==> config.mk <==
export PLATFORM = sky130hd
export DESIGN_NAME = tela_matriz_varredura
export DESIGN_NICKNAME = d
export VERILOG_FILES = /design/src/rtl/tela_matriz_varredura.sv
export SDC_FILE = /design/constraint.sdc
export NUM_CORES = 1
export LEC_CHECK = 0
export ABC_AREA = 1
export ABC_CLOCK_PERIOD_IN_PS = 4500
export BUFFER_PORTS_ARGS = -buffer_cell sky130_fd_sc_hd__buf_4
export CAP_MARGIN = 30
export CORE_MARGIN = 2
export CORE_UTILIZATION = 55
export DETAILED_ROUTE_END_ITERATION = 8
export HOLD_SLACK_MARGIN = 0.06
export PLACE_DENSITY = 0.83
export SLEW_MARGIN = 15
export SYNTH_ARGS = -nofsm -noshare
export SYNTH_HDL_FRONTEND = slang
export SYNTH_SLANG_ARGS = --single-unit
==> constraint.sdc <==
create_clock -name Ck -period 4.5 [get_ports Ck]
set_input_delay 0.45 -clock Ck [delete_from_list [all_inputs] [get_ports Ck]]
set_output_delay 0.45 -clock Ck [all_outputs]
set_load 0.05 [all_outputs]
==> src/rtl/tela_matriz_varredura.sv <==
// tela_matriz_varredura: column scanner for a 5x7 LED matrix.
// Reads the screen index at frame boundaries only, so a frame never mixes two
// screens, and inserts a blank cycle ahead of every column to stop ghosting.
//
// state | meaning
// ------+--------------------------------------------------------------
// IDLE  | display dark; on enable, sample tela and start at column 0
// BLANK | all columns off, ROM address presented, row data captured
// SHOW  | one column driven for DIV_SCAN-1 cycles with the captured rows
module tela_matriz_varredura #(
    parameter int DIV_SCAN = 4,
    parameter int N_COL    = 5,
    parameter int N_LIN    = 7,
    parameter int MAX_TELA = 10
) (
    input  logic             Ck,
    input  logic             clear,
    input  logic             enable,
    input  logic [3:0]       tela,
    output logic [6:0]       rom_addr,
    input  logic [N_LIN-1:0] rom_data,
    output logic [N_COL-1:0] coluna,
    output logic [N_LIN-1:0] linha,
    output logic             quadro_fim,
    output logic             tela_erro
);

    localparam int CW = (N_COL > 1) ? $clog2(N_COL) : 1;
    localparam int DW = (DIV_SCAN > 2) ? $clog2(DIV_SCAN - 1) : 1;

    localparam logic [1:0] ST_IDLE  = 2'd0;
    localparam logic [1:0] ST_BLANK = 2'd1;
    localparam logic [1:0] ST_SHOW  = 2'd2;

    localparam logic [DW-1:0]    DIV_LAST = DW'(DIV_SCAN - 2);
    localparam logic [CW-1:0]    COL_LAST = CW'(N_COL - 1);
    localparam logic [N_COL-1:0] ONE_COL  = N_COL'(1);

    logic [1:0]       state_q, state_d;
    logic [CW-1:0]    col_q, col_d;
    logic [DW-1:0]    div_q, div_d;
    logic [3:0]       tela_lat_q, tela_lat_d;
    logic             erro_q, erro_d;
    logic [N_LIN-1:0] linha_q, linha_d;
    logic             sample;

    // Next-state logic: scan sequencing, show-time down-counter, tela sampling.
    always_comb begin
        state_d    = state_q;
        col_d      = col_q;
        div_d      = div_q;
        tela_lat_d = tela_lat_q;
        erro_d     = erro_q;
        linha_d    = linha_q;
        sample     = 1'b0;

        if (!enable) begin
            state_d = ST_IDLE;
            col_d   = '0;
            div_d   = '0;
            linha_d = '0;
        end else begin
            case (state_q)
                ST_IDLE: begin
                    sample  = 1'b1;
                    state_d = ST_BLANK;
                    col_d   = '0;
                    linha_d = '0;
                end
                ST_BLANK: begin
                    // ROM answers within the blank cycle; latch it for the show phase.
                    linha_d = rom_data;
                    div_d   = DIV_LAST;
                    state_d = ST_SHOW;
                end
                ST_SHOW: begin
                    if (div_q == '0) begin
                        state_d = ST_BLANK;
                        if (col_q == COL_LAST) begin
                            col_d  = '0;
                            sample = 1'b1;
                        end else begin
                            col_d = col_q + CW'(1);
                        end
                    end else begin
                        div_d = div_q - DW'(1);
                    end
                end
                default: begin
                    state_d = ST_IDLE;
                    col_d   = '0;
                    div_d   = '0;
                    linha_d = '0;
                end
            endcase
        end

        // Out-of-range screens keep the last good screen on display and flag it.
        if (sample) begin
            if (tela <= 4'(MAX_TELA)) begin
                tela_lat_d = tela;
                erro_d     = 1'b0;
            end else begin
                erro_d     = 1'b1;
            end
        end
    end

    // State registers with asynchronous active-low clear.
    always_ff @(posedge Ck or negedge clear) begin
        if (!clear) begin
            state_q    <= ST_IDLE;
            col_q      <= '0;
            div_q      <= '0;
            tela_lat_q <= '0;
            erro_q     <= 1'b0;
            linha_q    <= '0;
        end else begin
            state_q    <= state_d;
            col_q      <= col_d;
            div_q      <= div_d;
            tela_lat_q <= tela_lat_d;
            erro_q     <= erro_d;
            linha_q    <= linha_d;
        end
    end

    // Outputs decoded from registers only, so clear reaches them without a clock.
    always_comb begin
        rom_addr   = 7'(tela_lat_q) * 7'(N_COL) + 7'(col_q);
        coluna     = (state_q == ST_SHOW) ? ~(ONE_COL << col_q) : '1;
        linha      = linha_q;
        quadro_fim = enable && (state_q == ST_SHOW) && (col_q == COL_LAST) && (div_q == '0);
        tela_erro  = erro_q;
    end

endmodule

==> impl_metrics.env, run 1 <==
export IMPL_yosys_top_cells_count="nand2_1, ha_1, dfrtp_1, nand3_1, inv_1"
export IMPL_hp_class="primary input to register"
export IMPL_cpPeakStageDelay_ns=0.47
export IMPL_row_count=17
export IMPL_intPower_mw=0.4410
export IMPL_gr_usage_all_layers_pct=22.36
export IMPL_cts_resized=0
export IMPL_dpl_cell_area_mm2=0.001524
export IMPL_cts_sink_count=19
export IMPL_clkPwrFrac_pct=9.1
export IMPL_htree_num_levels=1
export IMPL_clock_latency_ns=0.30
export IMPL_fmax_ghz=0.3587
export IMPL_rsz0062_at_grt="false"
export IMPL_fin_crit_sh_pct=61.96
export IMPL_worst_path_most_repeated_cell="ha_1"
export IMPL_cts_root_buf="clkbuf_4"
export IMPL_yosysTopAreaCell="dfrtp_1"
export IMPL_overflow=0
export IMPL_switching_share_pct=53.61
export IMPL_fin_crit_ns=2.788
export IMPL_synth_seq_cells=19
export IMPL_endpoint_kind="output pin"
export IMPL_die_w_um=51.58
export IMPL_ir_worst_vdd_v=0.0005345
export IMPL_post_synth_top_count_cell="nand2_1"
export IMPL_hold_start="tela[3]"
export IMPL_ant_nets=0
export IMPL_crit_slowest_cell="fa_1"
export IMPL_synth_cell_type_count=20
export IMPL_clock_skew_ns=0.006017
export IMPL_clockBufferDepth=2
export IMPL_synth_area_leaders="dfrtp_1, ha_1, nand2_1"
export IMPL_setup_viol=0
export IMPL_portBuffers=34
export IMPL_avgRoutedWirePerCell_um=12.27
export IMPL_drtPass1Iterations=4
export IMPL_hold_viol=0
export IMPL_drtIter0Drc=21
export IMPL_drive_gt1_share_pct=24.31
export IMPL_antenna_found_initial=0
export IMPL_cts_setup_buffers=0
export IMPL_fin_total_pwr_mw=0.9506
export IMPL_cp_start_kind="register"
export IMPL_clk_pin_slew_ns=0.11
export IMPL_grt_first_pass_wirelength_um=4471
export IMPL_path_cells="ha_1 -> ha_1 -> fa_1 -> nand3_1 -> nand2_1 -> xor2_1 -> buf_4"
export IMPL_num_vias=1074
export IMPL_synth_top_cell_area_share_pct=38.19
export IMPL_ff2ff_path_depth=7
export IMPL_synth_warnings=0
export IMPL_synth_edf_count=0
export IMPL_drv_slew=0
export IMPL_die_h_um=51.58
export IMPL_timing_rr_start="state_q[0]$_DFFE_PN0P_"
export IMPL_critPathMaxFanout=3
export IMPL_grt_max_degree=20
export IMPL_syn_nets=180
export IMPL_areaGrowthSynthToFinish_pct=25.43
export IMPL_yosysSeqAreaShare_pct=38.19
export IMPL_grt_pass1_vias=1040
export IMPL_finalSetupTns_ns=0
export IMPL_syn_area_per_cell_um2=8.706
export IMPL_final_nets=219
export IMPL_die_area_mm2=0.002660
export IMPL_crit_required_ns=4.05
export IMPL_status="completed"
export IMPL_gp_congestion=0.7982
export IMPL_pwr_share_seq_pct=25.3
export IMPL_leakagePower_nw=0.8522
export IMPL_rr_endpoint="tela_lat_q[2]$_DFFE_PN0P_"
export IMPL_start_util_pct=57.38
export IMPL_crit_arrival_ns=2.34
export IMPL_p_per_area_mw_per_mm2=608.8
export IMPL_combPwrFrac_pct=65.6
export IMPL_vias_per_cell=5.139
export IMPL_cts_tree="done"
export IMPL_num_fill_cells=174
export IMPL_slew_headroom_pct=73.24
export IMPL_syn_cell_area_mm2=0.001245
export IMPL_cap_violations=0
export IMPL_hold_depth=3
export IMPL_async_reset_ff_share_pct=100.0
export IMPL_ff2ff_setup_slack_ns=2.87
export IMPL_worst_pin_slew_ns=0.3987
export IMPL_route_detailed_drc=0
export IMPL_core_mm2=0.002170
export IMPL_syn_inst=143
export IMPL_io_pins=35
export IMPL_p_sw_mw=0.5096
export IMPL_dpl_hpwl_um=2092
export IMPL_fin_area_mm2=0.001562
export IMPL_antenna_cells=0
export IMPL_yosys_most_used_dff="dfrtp_1"
export IMPL_cts_made_buffers=3
export IMPL_wirelength_um=2564
export IMPL_hold_end="tela_lat_q[3]$_DFFE_PN0P_"
export IMPL_worstSetupPathType="register to output pin"
## how the worst max path moves through the flow
| stage | start | end | cells after the start |
|---|---|---|---|
| 3_5_place_dp | tela_lat_q[0]$_DFFE_PN0P_ | rom_addr[5] | 7 |
| 5_1_grt | tela_lat_q[0]$_DFFE_PN0P_ | rom_addr[5] | 7 |
| 3_3_place_gp | tela_lat_q[0]$_DFFE_PN0P_ | rom_addr[5] | 7 |
| 2_1_floorplan | tela_lat_q[0]$_DFFE_PN0P_ | rom_addr[5] | 6 |
| 6_report | tela_lat_q[0]$_DFFE_PN0P_ | rom_addr[5] | 7 |
| 4_1_cts | tela_lat_q[0]$_DFFE_PN0P_ | rom_addr[5] | 7 |
## cell usage in the layout (no fill, tap or decap), drive strengths merged
master and instances:
nand3 14, nor2 9, clkbuf 3, dfrtp 19, xor2 3, a21oi 6, o21a 1, o21bai 1
buf 34, dlygate4sd3 1, fa 1, ha 22, inv 11, o21ai 13, clkinv 2, nand2 41
## timing repair
action / in CTS / in global routing
endpoints found under the setup margin: 0 / 0
endpoints found under the hold margin: 19 / 0
hold buffers: 1 / 0
## registers in the layout (all words and copies together), names as in the netlist
register    count
linha           7
tela_lat_q      4
col_q           3
div_q           2
state_q         2
tela_erro       1
## power groups by stage
stage | logic [mW] | clock network, mW | registers [mW]
2_1_floorplan | 0.437 | 0 | 0.274
3_3_place_gp | 0.613 | 0 | 0.240
3_5_place_dp | 0.625 | 0 | 0.244
4_1_cts | 0.630 | 0.0880 | 0.242
5_1_grt | 0.682 | 0.0942 | 0.246
6_report | 0.624 | 0.0863 | 0.241
## cell families (layout without fill, tap and decap cells)
family	Yosys count	after routing	synth area share, %
XOR/XNOR	3	3	2.111
AO/OA/AOI/OAI	21	21	9.146
buffers and inverters	13	51	4.522
adder cells (fa/ha/maj)	23	23	23.72
flip-flops	19	19	38.19
AND/OR/NAND/NOR	64	64	22.31
## critical path: cells and delay by family (launching register included)
kind | cells | cell delay [ns]
flip-flops | 1 | 0.43
AND/OR/NAND/NOR | 2 | 0.18
XOR/XNOR | 1 | 0.13
buffers and inverters | 1 | 0.21
adder cells (fa/ha/maj) | 3 | 1.10
## per-stage QoR
step	worst slack, ns	instances	util [%]	hold slack (ns)
after floorplan	1.716	143	-	0.1544
after global placement	2.098	204	70.24	0.3334
after global routing	1.572	209	71.97	0.3892
final	1.712	209	71.97	0.3876
after detailed placement	2.046	204	70.24	0.3359
after CTS	1.694	209	71.97	0.3837
## metal layers
metal / vias to the layer above / wire length (um) / GRT usage [%] / part of all wire [%]
met2: 28 / 1306 / 39.53 / 51
met4: 0 / 16 / 7.895 / 0.62
met1: 497 / 1113 / 27.67 / 43
met5: - / 0 / 0 / 0
met3: 2 / 128 / 3.448 / 5.0
li1: 547 / - / - / -
## final cells by class
class | instances | area [um2] | area share, %
Inverter | 12 | 45.04 | 2.885
Tap cell | 28 | 35.03 | 2.244
Timing Repair Buffer | 35 | 265.3 | 16.99
Multi-Input combinational cell | 111 | 713.2 | 45.67
Clock inverter | 1 | 5.005 | 0.3205
Sequential cell | 19 | 475.5 | 30.45
Clock buffer | 3 | 22.52 | 1.442
No activity file was read; power rests on OpenSTA's default activity.
==> run 2: changes to the inputs <==
--- a/config.mk
+++ b/config.mk
@@ -5,15 +5,15 @@
 export SDC_FILE = /design/constraint.sdc
 export NUM_CORES = 1
 export LEC_CHECK = 0
-export ABC_AREA = 1
-export ABC_CLOCK_PERIOD_IN_PS = 4500
+export ABC_AREA = 0
+export ABC_CLOCK_PERIOD_IN_PS = 2600
 export BUFFER_PORTS_ARGS = -buffer_cell sky130_fd_sc_hd__buf_4
 export CAP_MARGIN = 30
 export CORE_MARGIN = 2
-export CORE_UTILIZATION = 55
+export CORE_UTILIZATION = 52
 export DETAILED_ROUTE_END_ITERATION = 8
 export HOLD_SLACK_MARGIN = 0.06
-export PLACE_DENSITY = 0.83
+export PLACE_DENSITY = 0.78
 export SLEW_MARGIN = 15
 export SYNTH_ARGS = -nofsm -noshare
 export SYNTH_HDL_FRONTEND = slang
==> constraint.sdc (replaced) <==
create_clock -name Ck -period 2.6 [get_ports Ck]
set_input_delay 0.26 -clock Ck [delete_from_list [all_inputs] [get_ports Ck]]
set_output_delay 0.26 -clock Ck [all_outputs]
set_load 0.05 [all_outputs]
==> run 2 against run 1 <==
- area after synthesis increased by 8.0%
- core utilization up 1.3 points
- combinational power increased by 71%
- global-route usage is 0.99 points lower
- clock power rose by 69%
- critical path depth unchanged
- clock-buffer cell count did not move
- sequential power up 59%
- largest cell class unchanged
- worst setup slack worse by 1.7 ns
==> impl_metrics.env, run 2 <==
export IMPL_status="completed"
export IMPL_worstSetupPathType="register to output pin"
export IMPL_syn_inst=135
export IMPL_die_w_um=54.86
export IMPL_hold_start="tela[0]"
export IMPL_setup_viol=0
export IMPL_num_fill_cells=179
export IMPL_finalSetupTns_ns=0
export IMPL_hold_viol=0
export IMPL_start_util_pct=54.79
export IMPL_htree_num_levels=1
export IMPL_cpPeakStageDelay_ns=0.45
export IMPL_yosysSeqAreaShare_pct=35.35
export IMPL_pwr_share_seq_pct=24.0
export IMPL_final_nets=213
export IMPL_avgRoutedWirePerCell_um=15.51
export IMPL_crit_slowest_cell="dfrtp_1"
export IMPL_crit_path_end="rom_addr[5]"
export IMPL_drive_gt1_share_pct=33.14
export IMPL_worst_path_most_repeated_cell="ha_4"
export IMPL_ff2ff_setup_slack_ns=0.74
export IMPL_synth_edf_count=0
export IMPL_cts_root_buf="clkbuf_4"
export IMPL_ir_worst_vdd_v=0.0009578
export IMPL_async_reset_ff_share_pct=100.0
export IMPL_cts_sink_count=19
export IMPL_gp_congestion=0.7052
export IMPL_slew_headroom_pct=78.57
export IMPL_final_common_cell="buf_4"
export IMPL_grt_max_degree=25
export IMPL_route_detailed_drc=0
export IMPL_clkPwrFrac_pct=9.2
export IMPL_yosys_top_cells_count="ha_1, dfrtp_1, nor2b_1, nand2_1, inv_1"
export IMPL_clock_skew_ns=0.001881
export IMPL_setup_slack_ns=0.02811
export IMPL_holdWs_ns=0.2214
export IMPL_crit_start="tela_lat_q[1]$_DFFE_PN0P_"
export IMPL_syn_area_per_cell_um2=9.963
export IMPL_yosys_most_used_dff="dfrtp_1"
export IMPL_ant_nets=0
export IMPL_leakagePower_nw=0.8686
export IMPL_p_per_area_mw_per_mm2=887.9
export IMPL_gr_usage_all_layers_pct=21.37
export IMPL_combPwrFrac_pct=66.9
export IMPL_syn_nets=172
export IMPL_post_synth_top_count_cell="ha_1"
export IMPL_die_h_um=54.86
export IMPL_ff2ff_path_depth=6
export IMPL_critPathMaxFanout=4
export IMPL_dp_slack_ns=0.1078
export IMPL_crit_required_ns=2.34
export IMPL_synth_cell_type_count=31
export IMPL_rsz0062_at_grt="true"
export IMPL_worst_pin_slew_ns=0.3208
export IMPL_synth_seq_cells=19
export IMPL_vias_per_cell=5.546
export IMPL_multiInputGateArea_um2=905.9
export IMPL_largest_reg_flops=7
export IMPL_fin_total_pwr_mw=1.596
export IMPL_areaGrowthSynthToFinish_pct=33.67
export IMPL_synth_top_cell_area_share_pct=35.35
export IMPL_synth_area_leaders="dfrtp_1, ha_1, nor2b_1"
export IMPL_cts_tree="done"
export IMPL_final_cell_mix="buf_4, dfrtp_1, ha_1, nor2b_1, nand2_1"
export IMPL_intPower_mw=0.8117
export IMPL_cap_violations=0
export IMPL_cp_start_kind="register"
export IMPL_antenna_found_initial=0
export IMPL_num_vias=1137
export IMPL_drv_slew=0
export IMPL_rr_endpoint="tela_erro$_DFFE_PN0P_"
export IMPL_portBuffers=34
export IMPL_switching_share_pct=49.16
export IMPL_clock_latency_ns=0.29
export IMPL_fin_crit_sh_pct=98.92
export IMPL_dpl_cell_area_mm2=0.001622
export IMPL_overflow=0
export IMPL_wirelength_um=3179
export IMPL_timing_rr_start="state_q[0]$_DFFE_PN0P_"
export IMPL_fin_crit_ns=2.572
export IMPL_core_mm2=0.002455
export IMPL_clk_pin_slew_ns=0.11
export IMPL_hp_class="primary input to register"
export IMPL_path_cells="ha_1 -> ha_4 -> ha_4 -> a21o_1 -> a21oi_2 -> xnor2_1 -> buf_4"
export IMPL_crit_arrival_ns=2.31
export IMPL_antenna_cells=0
export IMPL_fin_area_mm2=0.001798
export IMPL_fmax_ghz=0.3888
export IMPL_yosysTopAreaCell="dfrtp_1"
export IMPL_row_count=18
export IMPL_io_pins=35
export IMPL_p_sw_mw=0.7848
export IMPL_syn_cell_area_mm2=0.001345
export IMPL_die_area_mm2=0.003010
export IMPL_dpl_hpwl_um=2078
export IMPL_synth_warnings=0
export IMPL_grt_pass1_vias=1070
export IMPL_cts_made_buffers=3
export IMPL_clockBufferDepth=2
export IMPL_grt_first_pass_wirelength_um=4581
export IMPL_register_area_um2=475.5
export IMPL_drtIter0Drc=5
export IMPL_drtPass1Iterations=4
export IMPL_endpoint_kind="output pin"
==> run 2: cell count changes after synthesis, sizes merged, moves of 3 or more <==
cell	before	now
nand2	41	12
nor2	9	4
a31oi	0	7
mux2i	0	4
o21ai	13	4
clkbuf	0	3
nor2b	0	12
nand3	14	1
a22oi	0	8
a21o	0	4
==> run 2: metrics by stage <==
step / instances / utilization (%)
6_report: 205 / 73.24
4_1_cts: 202 / 69.98
2_1_floorplan: 135 / -
3_3_place_gp: 195 / 66.05
5_1_grt: 205 / 73.24
3_5_place_dp: 195 / 66.05
==> run 2: worst min-delay path by stage <==
stage,end,slack [ns],depth (start not counted)
6_report,tela_lat_q[0]$_DFFE_PN0P_,0.22,3
2_1_floorplan,col_q[0]$_DFFE_PN0P_,-0.04,0
5_1_grt,tela_lat_q[0]$_DFFE_PN0P_,0.22,3
4_1_cts,tela_lat_q[0]$_DFFE_PN0P_,0.21,3
3_5_place_dp,linha[1]$_DFFE_PN0P_,0.14,1
3_3_place_gp,state_q[1]$_DFFE_PN0P_,0.15,1
==> run 2: logic make-up (layout without fill, tap and decap cells) <==
group | count (synthesis) | in the layout | synth area share [%]
compound gates | 36 | 36 | 18.88
simple gates | 34 | 34 | 13.21
fa+ha+maj | 23 | 23 | 21.95
flops | 19 | 19 | 35.35
buf+inv | 15 | 55 | 4.558
mux | 5 | 5 | 4.093
xor+xnor | 3 | 3 | 1.954
==> run 2: power by group through the flow <==
stage               clock network [mW]  registers (mW)  logic, mW
global route                     0.162           0.387       1.14
finish                           0.146           0.382       1.07
global placement                     0           0.376      0.872
detailed placement                   0           0.378      0.890
CTS                              0.151           0.376      0.969
floorplan                            0           0.414      0.634
==> run 2: timing repair <==
action,4_1_cts,5_1_grt
hold endpoints to repair,19,0
setup buffers,2,3
hold buffers,1,0
pin swaps,0,5
setup endpoints to repair,3,2
resized for setup,5,8
==> run 2: routing by layer <==
metal	vias to the layer above	global-route usage (%)	share of wire, %
li1	562	-	-
met1	549	26.30	42
met2	24	39.29	55
met3	2	1.639	2.2
met4	0	6.250	0.60
met5	-	0	0
==> run 2: area by class of cell <==
class / instances / share of cell area (%)
clock inverter: 1 / 0.2784
sequential: 19 / 26.44
timing repair buffer: 41 / 17.47
clock buffer: 3 / 1.253
inverter: 10 / 2.088
multi-input combinational: 101 / 50.38
tap: 30 / 2.088
==> run 2: critical path, delay by kind of cell (launching register included) <==
kind,cells,cell delay [ns]
compound gates,2,0.34
xor+xnor,1,0.13
fa+ha+maj,3,0.90
buf+inv,1,0.21
flops,1,0.45
